===== config.mk =====
export PLATFORM = sky130hd
export DESIGN_NAME = step_tick_counter
export DESIGN_NICKNAME = d
export VERILOG_FILES = /design/src/rtl/mc_counter_defs.sv /design/src/rtl/tick_divider.sv /design/src/rtl/step_tick_counter.sv
export SDC_FILE = /design/constraint.sdc
export NUM_CORES = 1
export LEC_CHECK = 0
export BUFFER_PORTS_ARGS = -buffer_cell sky130_fd_sc_hd__buf_2
export CAP_MARGIN = 20
export CORE_MARGIN = 2
export CORE_UTILIZATION = 57
export CTS_BUF_LIST = sky130_fd_sc_hd__clkbuf_4 sky130_fd_sc_hd__clkbuf_8 sky130_fd_sc_hd__clkbuf_16
export CTS_CLUSTER_DIAMETER = 80
export DETAILED_ROUTE_END_ITERATION = 10
export GPL_TIMING_DRIVEN = 0
export PLACE_DENSITY_LB_ADDON = 0.08
export SYNTH_ARGS = -nofsm -noshare
export SYNTH_HDL_FRONTEND = slang
export SYNTH_SLANG_ARGS = --single-unit

===== constraint.sdc =====
create_clock -name clk -period 2.9 [get_ports clk]
set_input_delay 0 -clock clk [delete_from_list [all_inputs] [get_ports clk]]
set_output_delay 0 -clock clk [all_outputs]
set_load 0.02 [all_outputs]

===== src/rtl/mc_counter_defs.sv =====
// Shared encodings and default divider constants for the model computer's
// counter/monitor datapath.
package mc_counter_defs;

   typedef enum logic {
      DIR_UP   = 1'b0,
      DIR_DOWN = 1'b1
   } dir_e;

   typedef enum logic {
      MODE_WRAP = 1'b0,
      MODE_SAT  = 1'b1
   } mode_e;

   // Terminal values for a 10 Hz / 1 Hz tick from a 25 MHz system clock.
   localparam int DIV_FAST_DEFAULT = 2499999;
   localparam int DIV_SLOW_DEFAULT = 24999999;

endpackage


===== src/rtl/tick_divider.sv =====
// Clock-enable divider: counts enabled cycles and raises a combinational
// strobe once div_cnt reaches the selected terminal value.
module tick_divider #(
   parameter int DIV_WIDTH = 26,
   parameter int DIV_FAST  = 2499999,
   parameter int DIV_SLOW  = 24999999
) (
   input  logic                 clk,
   input  logic                 rst,
   input  logic                 en,
   input  logic                 speed,
   input  logic                 clr,
   output logic                 term_hit,
   output logic [DIV_WIDTH-1:0] div_cnt
);

   localparam logic [DIV_WIDTH-1:0] TERM_FAST = DIV_WIDTH'(DIV_FAST);
   localparam logic [DIV_WIDTH-1:0] TERM_SLOW = DIV_WIDTH'(DIV_SLOW);
   localparam logic [DIV_WIDTH-1:0] ONE       = DIV_WIDTH'(1);

   logic [DIV_WIDTH-1:0] term_s;
   logic [DIV_WIDTH-1:0] div_cnt_d;
   logic [DIV_WIDTH-1:0] div_cnt_q;

   // Terminal select; >= so a switch to a shorter period fires promptly.
   always_comb begin
      term_s   = speed ? TERM_FAST : TERM_SLOW;
      term_hit = en & (div_cnt_q >= term_s);
   end

   // Next divider value: clear wins, then wrap on terminal, else advance or hold.
   always_comb begin
      div_cnt_d = div_cnt_q;
      if (clr) begin
         div_cnt_d = {DIV_WIDTH{1'b0}};
      end else if (term_hit) begin
         div_cnt_d = {DIV_WIDTH{1'b0}};
      end else if (en) begin
         div_cnt_d = div_cnt_q + ONE;
      end else begin
         div_cnt_d = div_cnt_q;
      end
   end

   // Divider state register.
   always_ff @(posedge clk or posedge rst) begin
      if (rst) begin
         div_cnt_q <= {DIV_WIDTH{1'b0}};
      end else begin
         div_cnt_q <= div_cnt_d;
      end
   end

   assign div_cnt = div_cnt_q;

endmodule


===== src/rtl/step_tick_counter.sv =====
// Programmable-step counter paced by tick_divider; adds or subtracts step on
// each tick with wrap or saturate, and flags overflow/underflow.
module step_tick_counter
   import mc_counter_defs::*;
#(
   parameter int WIDTH     = 8,
   parameter int DIV_WIDTH = 26,
   parameter int DIV_FAST  = DIV_FAST_DEFAULT,
   parameter int DIV_SLOW  = DIV_SLOW_DEFAULT
) (
   input  logic             clk,
   input  logic             rst,
   input  logic             en,
   input  logic             speed,
   input  logic             load,
   input  logic [WIDTH-1:0] load_value,
   input  logic [WIDTH-1:0] step,
   input  logic             dir,
   input  logic             sat,
   output logic [WIDTH-1:0] count,
   output logic [WIDTH-1:0] monitor,
   output logic             tick,
   output logic             ovf
);

   logic                 term_hit_s;
   logic [DIV_WIDTH-1:0] div_cnt_unused_s;
   logic [WIDTH:0]       sum_s;
   logic                 flag_s;
   logic [WIDTH-1:0]     next_s;

   logic [WIDTH-1:0] count_d,   count_q;
   logic [WIDTH-1:0] monitor_d, monitor_q;
   logic             tick_d,    tick_q;
   logic             ovf_d,     ovf_q;

   tick_divider #(
      .DIV_WIDTH (DIV_WIDTH),
      .DIV_FAST  (DIV_FAST),
      .DIV_SLOW  (DIV_SLOW)
   ) u_div (
      .clk      (clk),
      .rst      (rst),
      .en       (en),
      .speed    (speed),
      .clr      (load),
      .term_hit (term_hit_s),
      .div_cnt  (div_cnt_unused_s)
   );

   // One extra bit carries the overflow (up) or borrow (down) out of the step.
   always_comb begin
      if (dir == DIR_DOWN) begin
         sum_s = {1'b0, count_q} - {1'b0, step};
      end else begin
         sum_s = {1'b0, count_q} + {1'b0, step};
      end
      flag_s = sum_s[WIDTH];
      if ((sat == MODE_SAT) && flag_s) begin
         if (dir == DIR_DOWN) begin
            next_s = {WIDTH{1'b0}};
         end else begin
            next_s = {WIDTH{1'b1}};
         end
      end else begin
         next_s = sum_s[WIDTH-1:0];
      end
   end

   // Output update: load has priority over a tick; pulses default low.
   always_comb begin
      count_d   = count_q;
      monitor_d = monitor_q;
      tick_d    = 1'b0;
      ovf_d     = 1'b0;
      if (load) begin
         count_d   = load_value;
         monitor_d = load_value;
      end else if (term_hit_s) begin
         count_d   = next_s;
         monitor_d = next_s;
         tick_d    = 1'b1;
         ovf_d     = flag_s;
      end else begin
         count_d   = count_q;
         monitor_d = monitor_q;
      end
   end

   // Output registers.
   always_ff @(posedge clk or posedge rst) begin
      if (rst) begin
         count_q   <= {WIDTH{1'b0}};
         monitor_q <= {WIDTH{1'b0}};
         tick_q    <= 1'b0;
         ovf_q     <= 1'b0;
      end else begin
         count_q   <= count_d;
         monitor_q <= monitor_d;
         tick_q    <= tick_d;
         ovf_q     <= ovf_d;
      end
   end

   assign count   = count_q;
   assign monitor = monitor_q;
   assign tick    = tick_q;
   assign ovf     = ovf_q;

endmodule


**Word-level counts from Yosys, hierarchy flattened**

Cells that the tools add are included.

- Flip-flop bits (word level): 36
- Bits of input ports: 23
- Output and inout bits: 18
- Word-level logic and storage cells: 25

- Add/subtract/negate cells: 3
- $lt $le $gt $ge: 1
- Muxes and demuxes: 13
- Bitwise logic cells: 1
- Reductions and logical operators: 3

Operators with widths:

| operator | count |
|---|---|
| $mux 26 | 3 |
| $mux 8 | 4 |
| $add 26x1->26 const B | 1 |
| $ge 26x26->1 | 1 |
| $mux 25 | 1 |
| $add 8x8->9 | 1 |
| $mux 9 | 1 |
| $sub 8x8->9 | 1 |
| $mux 1 | 4 |
| $reduce_bool 3->1 | 1 |
| $reduce_bool 2->1 | 1 |
| $and 1x1->1 | 1 |
| $logic_and 1x1->1 | 1 |

**Longest topological paths before layout**

Gate-level depths: netlist of the first run.

- Word-level depth: 6
- Depth in mapped cells: 11
- Depth with buffers taken out: 11

**Cells and area by module**

Synthesis of the first run repeated with hierarchy kept, for this count alone.

- Cells, all modules: 327
- Area total of the unflattened synthesis: 2950.3 um^2

Modules (own cells, without submodules):

| module | instances | cells each | area an instance (um^2) | seq. area each (um^2) |
|---|---|---|---|---|
| tick_divider | 1 | 214 | 1914.3 | 650.6 |
| step_tick_counter | 1 | 113 | 1036.0 | 250.2 |

**Least setup slack after synthesis of the first run**

No wires, ideal clock.

- Kind: flip-flop to flip-flop
- Start: reg monitor[0] (netlist name)
- End: reg monitor_q[7] (netlist: monitor[7])
- Setup time: 135 ps
- Data arrival time: 2494 ps
- Required time: 2765 ps
- Path slack: 271 ps
- Cell stages (with the launch flop): 11
- Buffers on the path: 0
- Period minus slack after synthesis: 2629 ps
- Path through: dfrtp_1 inv_1 ha_1 inv_1 fa_1 a21o_1 a221oi_2 o21a_4 mux2_2 a311oi_1 o31ai_1

RTL lines:

| what | line | RTL |
|---|---|---|
| to (signal assigned) | step_tick_counter.sv:94 | `monitor_q <= {WIDTH{1'b0}};` |
| to (signal assigned) | step_tick_counter.sv:99 | `monitor_q <= monitor_d;` |
| to (decl) | step_tick_counter.sv:33 | `logic [WIDTH-1:0] monitor_d, monitor_q;` |

==> impl_metrics.json, run 1 <==
{
  "setup_total_negative_slack_ps": 0,
  "avgSynthCellArea_um2": 9.18,
  "timing.critical_path.arrival_ps": 2870,
  "first_pass_iters": 4,
  "clkTransAtPathRegs_ps": 70,
  "hold_path_class": "in2reg",
  "antenna_found_initial": 0,
  "viasPerCell": 5.54,
  "first_global_vias": 2118,
  "outcome": "finished clean",
  "synthDistinctLibCells": 49,
  "wl_per_cell_um": 13.8,
  "routabilityCongestion": 0.889,
  "synth_enable_flop_cells": 0,
  "cp.required_ps": 3050,
  "grt_start_max_net_pins": 22,
  "yosys.area.top_type": "sky130_fd_sc_hd__dfrtp_1",
  "post-synth-top-count-cell": "sky130_fd_sc_hd__nor2_1",
  "rows": 24,
  "tritoncts": "done",
  "start_kind": "flip-flop",
  "grt_setup_unrepaired": "false",
  "track_usage": 0.234,
  "yosys.area_share.xor_xnor": 0.122,
  "p_leak_uw": 0.00148,
  "synth_top_family_by_area": "simple AND/OR/NAND/NOR gates",
  "cts-root-to-sink-buffers": 2,
  "synth-simple-area-share": 0.227,
  "final_std_cells_w_o_fill": 399,
  "yosysSeqAreaShare": 0.339,
  "area.growth.synth_to_final_pct": 18.9,
  "peakVddDrop_mv": 0.243,
  "hpwl_mm": 4.23,
  "globalRouteOverflowTotal": 0,
  "dominantRegCellSynth": "sky130_fd_sc_hd__dfrtp_1",
  "slew-limit-headroom": 0.534,
  "dieArea_um2": 5230,
  "power.total_uw": 1250,
  "final_layout_size_suffix_gt1_frac": 0.213,
  "die_height_um": 72.3,
  "criticalPathCategory": "reg2reg",
  "post-place-cells": 382,
  "maxCapViolCount": 0,
  "power_per_cell_area_nw_per_um2": 394,
  "period_share": 0.937,
  "routed-via-count": 2210,
  "synth_commonest_cells": "40 x sky130_fd_sc_hd__nor2_1, 36 x sky130_fd_sc_hd__dfrtp_1, 23 x sky130_fd_sc_hd__ha_1, 20 x sky130_fd_sc_hd__xnor2_1, 19 x sky130_fd_sc_hd__nand2_1",
  "clkLatencyLatePin_ps": 290,
  "cts_root_buf": "sky130_fd_sc_hd__clkbuf_8",
  "max_freq_mhz": 368,
  "ctsHtreeMaxLevel": 2,
  "critPathMaxFanout": 6,
  "finish.net_count": 393,
  "core_area_um2": 4410,
  "final_period_minus_worst_setup_slack_ps": 2720,
  "finalCoreUtilization": 0.717,
  "route.detailed.drc": 0,
  "synth_async_sr_flop_share": 1.00,
  "floorplan.io_pins": 41,
  "cts_buffers": 5,
  "antennaDiodeCount": 0,
  "die_w_um": 72.3,
  "drv_slew": 0,
  "finalHoldViolCount": 0,
  "endpoint_kind": "flip-flop",
  "ys_warn_count": 0,
  "synth_compound_gate_area_share": 0.133,
  "syn_inst": 290,
  "setup_viol_count_final": 0,
  "cts.sink_count": 36,
  "worstMarginPinSlew_ps": 693,
  "grt_first_pass_wirelength_mm": 9.57,
  "post-cts-setup-buffers": 0,
  "post_synth_instance_area_um2": 2660,
  "route.antenna.remaining_nets": 0,
  "post_synthesis_adder_cell_area_fraction": 0.116,
  "post-synth-top-area-fraction": 0.339,
  "clock_skew_ps": 6.40,
  "postRouteWirelength_mm": 5.51,
  "synth.mux.area_fraction": 0.0132,
  "top_area_cells_in_the_synthesized_netlist": "sky130_fd_sc_hd__dfrtp_1 34%, sky130_fd_sc_hd__ha_1 11%, sky130_fd_sc_hd__xnor2_1 6.6%",
  "initial_core_util": 0.603,
  "net_count_synth": 337,
  "ys_ff_latch": 36,
  "numPortBuffers": 39,
  "detailedRoute.firstIterationViolations": 128
}
[logic make-up after synthesis]
group                    Yosys count
buffers and inverters             26
flip-flops                        36
adder cells (fa/ha/maj)           24
AO/OA/AOI/OAI                     45
multiplexers                       3
XOR/XNOR                          37
AND/OR/NAND/NOR                  119
[metal layers]
layer	vias up	routed length [um]	track usage
li1	1121	-	-
met1	1045	2360	0.286
met2	33	2900	0.406
met3	11	135	0.0403
met4	0	112	0.103
met5	-	0	0
[final cells by class]
type / instances / area (um2)
flip-flops and latches: 36 / 901
multi-input cells: 228 / 1650
inverters: 9 / 33.8
repair buffers: 49 / 313
well taps: 52 / 65.1
fillers: 358 / 1250
plain buffers: 17 / 101
clock buffers: 8 / 97.6
[metrics by stage]
stage	hold WS, ps	setup slack, ps	cell area [um2]
floorplan	115	271	2660
finish	78.6	184	3160
global route	109	21.4	3160
global placement	205	-104	2920
detailed placement	130	-158	2950
CTS	73.9	84.4	3140
[registers in the layout (all words and copies together) (netlist names)]
name,count
ovf,1
u_div.div_cnt,26
tick,1
monitor,8
[power breakdown]
group          leakage [uW]  internal (uW)  switching (uW)  total (uW)
Clock             0.0000523            212             173         385
Sequential         0.000484            515            16.1         531
Combinational      0.000946            153             179         332
Total               0.00148            880             367        1250
[placed cells by master, fill, tap and decap left out, types with 8 or more instances in the layout]
| master | instances |
|---|---|
| sky130_fd_sc_hd__nor2b_1 | 10 |
| sky130_fd_sc_hd__nand2_1 | 19 |
| sky130_fd_sc_hd__dfrtp_1 | 36 |
| sky130_fd_sc_hd__nand3_1 | 9 |
| sky130_fd_sc_hd__ha_1 | 23 |
| sky130_fd_sc_hd__dlygate4sd3_1 | 9 |
| sky130_fd_sc_hd__nor3_1 | 8 |
| sky130_fd_sc_hd__buf_2 | 42 |
| sky130_fd_sc_hd__buf_4 | 9 |
| sky130_fd_sc_hd__xor2_1 | 17 |
| sky130_fd_sc_hd__xnor2_1 | 20 |
| sky130_fd_sc_hd__a21oi_1 | 10 |
| sky130_fd_sc_hd__nor2_1 | 40 |
| sky130_fd_sc_hd__nand4_1 | 8 |
| sky130_fd_sc_hd__inv_1 | 9 |
[worst paths after layout]
check                                      start          endpoint  slack (ps)  cells past startpoint
worst max-delay path                  monitor[0]        monitor[7]         180                     10
worst min-delay path                          en  u_div.div_cnt[1]          80                      3
worst max register to register        monitor[0]        monitor[7]         180                     10
worst min register to register  u_div.div_cnt[6]  u_div.div_cnt[6]         570                      2
max in group asynchronous                    rst        monitor[7]        2000                      4
min in group asynchronous                    rst  u_div.div_cnt[4]         360                      3
[worst max-delay path: stages (launching register included)]
cell and delay (ps):
sky130_fd_sc_hd__dfrtp_1 410, sky130_fd_sc_hd__inv_1 70, sky130_fd_sc_hd__ha_1 150, sky130_fd_sc_hd__inv_1 50
sky130_fd_sc_hd__fa_1 400, sky130_fd_sc_hd__a21o_1 220, sky130_fd_sc_hd__a221oi_4 290, sky130_fd_sc_hd__o21a_4 220
sky130_fd_sc_hd__mux2_2 400, sky130_fd_sc_hd__a311oi_1 260, sky130_fd_sc_hd__o31ai_1 110
[timing repair]
| action | in CTS | in global routing |
|---|---|---|
| hold buffers | 9 | 0 |
| resized for setup | 0 | 3 |
| hold endpoints to repair | 23 | 0 |
| setup endpoints to repair | 0 | 7 |
Power figures use the tool's default switching activity.
==> run 2, diff against run 1 <==
--- a/config.mk
+++ b/config.mk
@@ -5,7 +5,7 @@
 export SDC_FILE = /design/constraint.sdc
 export NUM_CORES = 1
 export LEC_CHECK = 0
-export BUFFER_PORTS_ARGS = -buffer_cell sky130_fd_sc_hd__buf_2
+export BUFFER_PORTS_ARGS = -buffer_cell sky130_fd_sc_hd__buf_4
 export CAP_MARGIN = 20
 export CORE_MARGIN = 2
 export CORE_UTILIZATION = 57
==> impl_metrics.json, run 2 (synthesized netlist as in run 1, its figures left out) <==
{
  "grt_first_pass_wirelength_mm": 9.96,
  "rows": 24,
  "hpwl_mm": 4.35,
  "finalInstanceArea_um2": 3250,
  "drv_slew": 0,
  "cts_buffers": 5,
  "post-route-worst-setup-slack_ps": 198,
  "route.detailed.drc": 0,
  "grt_setup_unrepaired": "false",
  "timing.critical_path.arrival_ps": 2860,
  "hold_path_class": "in2reg",
  "numPortBuffers": 39,
  "clock_skew_ps": 3.79,
  "first_global_vias": 2275,
  "wl_per_cell_um": 14.4,
  "tritoncts": "done",
  "area.growth.synth_to_final_pct": 22.3,
  "clkLatencyLatePin_ps": 280,
  "criticalPathCategory": "reg2reg",
  "post-cts-setup-buffers": 0,
  "slew-limit-headroom": 0.384,
  "antenna_found_initial": 0,
  "critical_path.reg2reg.startpoint": "monitor[0]",
  "filler_cell_count": 361,
  "hold_path_startpoint": "en",
  "start_kind": "flip-flop",
  "endpoint_kind": "flip-flop",
  "initial_core_util": 0.603,
  "track_usage": 0.243,
  "ctsHtreeMaxLevel": 2,
  "core_area_um2": 4410,
  "worstMarginPinSlew_ps": 923,
  "final_common_cell": "sky130_fd_sc_hd__buf_4",
  "final_period_minus_worst_setup_slack_ps": 2700,
  "max_freq_mhz": 370,
  "routabilityCongestion": 0.930,
  "dieArea_um2": 5230,
  "cp.required_ps": 3060,
  "outcome": "finished clean",
  "route.antenna.remaining_nets": 0,
  "clkTransAtPathRegs_ps": 70,
  "dpl_cell_area_um2": 3050,
  "first_pass_iters": 4,
  "p_leak_uw": 0.00151,
  "detailedRoute.firstIterationViolations": 78,
  "period_share": 0.932,
  "cts-root-to-sink-buffers": 2,
  "peakVddDrop_mv": 0.225,
  "critPathMaxFanout": 6,
  "die_w_um": 72.3,
  "globalRouteOverflowTotal": 0,
  "routed-via-count": 2250,
  "die_height_um": 72.3,
  "cts.sink_count": 36,
  "finalHoldViolCount": 0,
  "power_per_cell_area_nw_per_um2": 391,
  "grt_start_max_net_pins": 23,
  "layout.cells.most_common_list": "48 x sky130_fd_sc_hd__buf_4, 40 x sky130_fd_sc_hd__nor2_1, 36 x sky130_fd_sc_hd__dfrtp_1",
  "flip_flop_count_of_the_largest_register_after_layout": 26,
  "antennaDiodeCount": 0,
  "setup_viol_count_final": 0,
  "final_layout_size_suffix_gt1_frac": 0.210,
  "viasPerCell": 5.64,
  "crit_path_start": "monitor[0]",
  "cts_root_buf": "sky130_fd_sc_hd__clkbuf_8",
  "postRouteWirelength_mm": 5.73,
  "placement.setup.worst_slack_ps": -134,
  "maxCapViolCount": 0,
  "floorplan.io_pins": 41,
  "finish.net_count": 393
}
## run 2: cell counts in the layout (fill, tap and decap cells not counted)
Identical to the previous run, type by type.
## run 2: stage by stage
step                      hold slack [ps]  setup TNS [ps]  power, uW   util  std cells
after global routing                 52.1               0       1350  0.737        399
final                                35.5               0       1270  0.737        399
after CTS                            26.7               0       1270  0.733        399
after detailed placement              209            -584        872  0.690        382
after floorplan                       115               0        767      -        290
after global placement                206            -533        860  0.684        381
## run 2: routing by layer
layer  vias up  global-route usage  share of wire
li1       1119                   -              -
met5         -                   0              0
met3         9              0.0486          0.036
met1      1080               0.273           0.42
met4         0              0.0713          0.012
met2        42               0.461           0.54
## run 2: path summary, 6_finish.rpt
kind / to / slack, ps / cells past startpoint
max in group asynchronous: u_div.div_cnt[23] / 1850 / 4
max reg2reg: monitor[7] / 200 / 10
max: monitor[7] / 200 / 10
min reg2reg: u_div.div_cnt[25] / 570 / 2
min in group asynchronous: u_div.div_cnt[0] / 470 / 3
min: u_div.div_cnt[1] / 40 / 3
## run 2: where the power goes
part	internal (uW)	total, uW	switching, uW	leakage [uW]
Clock	213	390	178	0.0000523
Sequential	515	530	15.7	0.000484
Combinational	172	353	181	0.000977
Total	899	1270	374	0.00151
## run 2: cell type report
class                   count  area (um2)  area share
repair buffers             49         410       0.126
plain buffers              17         101      0.0311
clock buffers               8        97.6      0.0300
flip-flops and latches     36         901       0.277
inverters                   9        33.8      0.0104
multi-input cells         228        1650       0.506
well taps                  52        65.1      0.0200
## run 2: worst max-delay path, cell delays in order, from the launching register on
cell and delay (ps):
sky130_fd_sc_hd__dfrtp_1 410, sky130_fd_sc_hd__inv_1 70, sky130_fd_sc_hd__ha_1 150, sky130_fd_sc_hd__inv_1 50
sky130_fd_sc_hd__fa_1 400, sky130_fd_sc_hd__a21o_1 220, sky130_fd_sc_hd__a221oi_4 280, sky130_fd_sc_hd__o21a_4 220
sky130_fd_sc_hd__mux2_2 410, sky130_fd_sc_hd__a311oi_1 260, sky130_fd_sc_hd__o31ai_1 110
## run 2: timing repair
action	CTS	global route
hold buffers	9	0
setup endpoints to repair	0	6
endpoints found under the hold margin	29	0
resized for setup	0	2
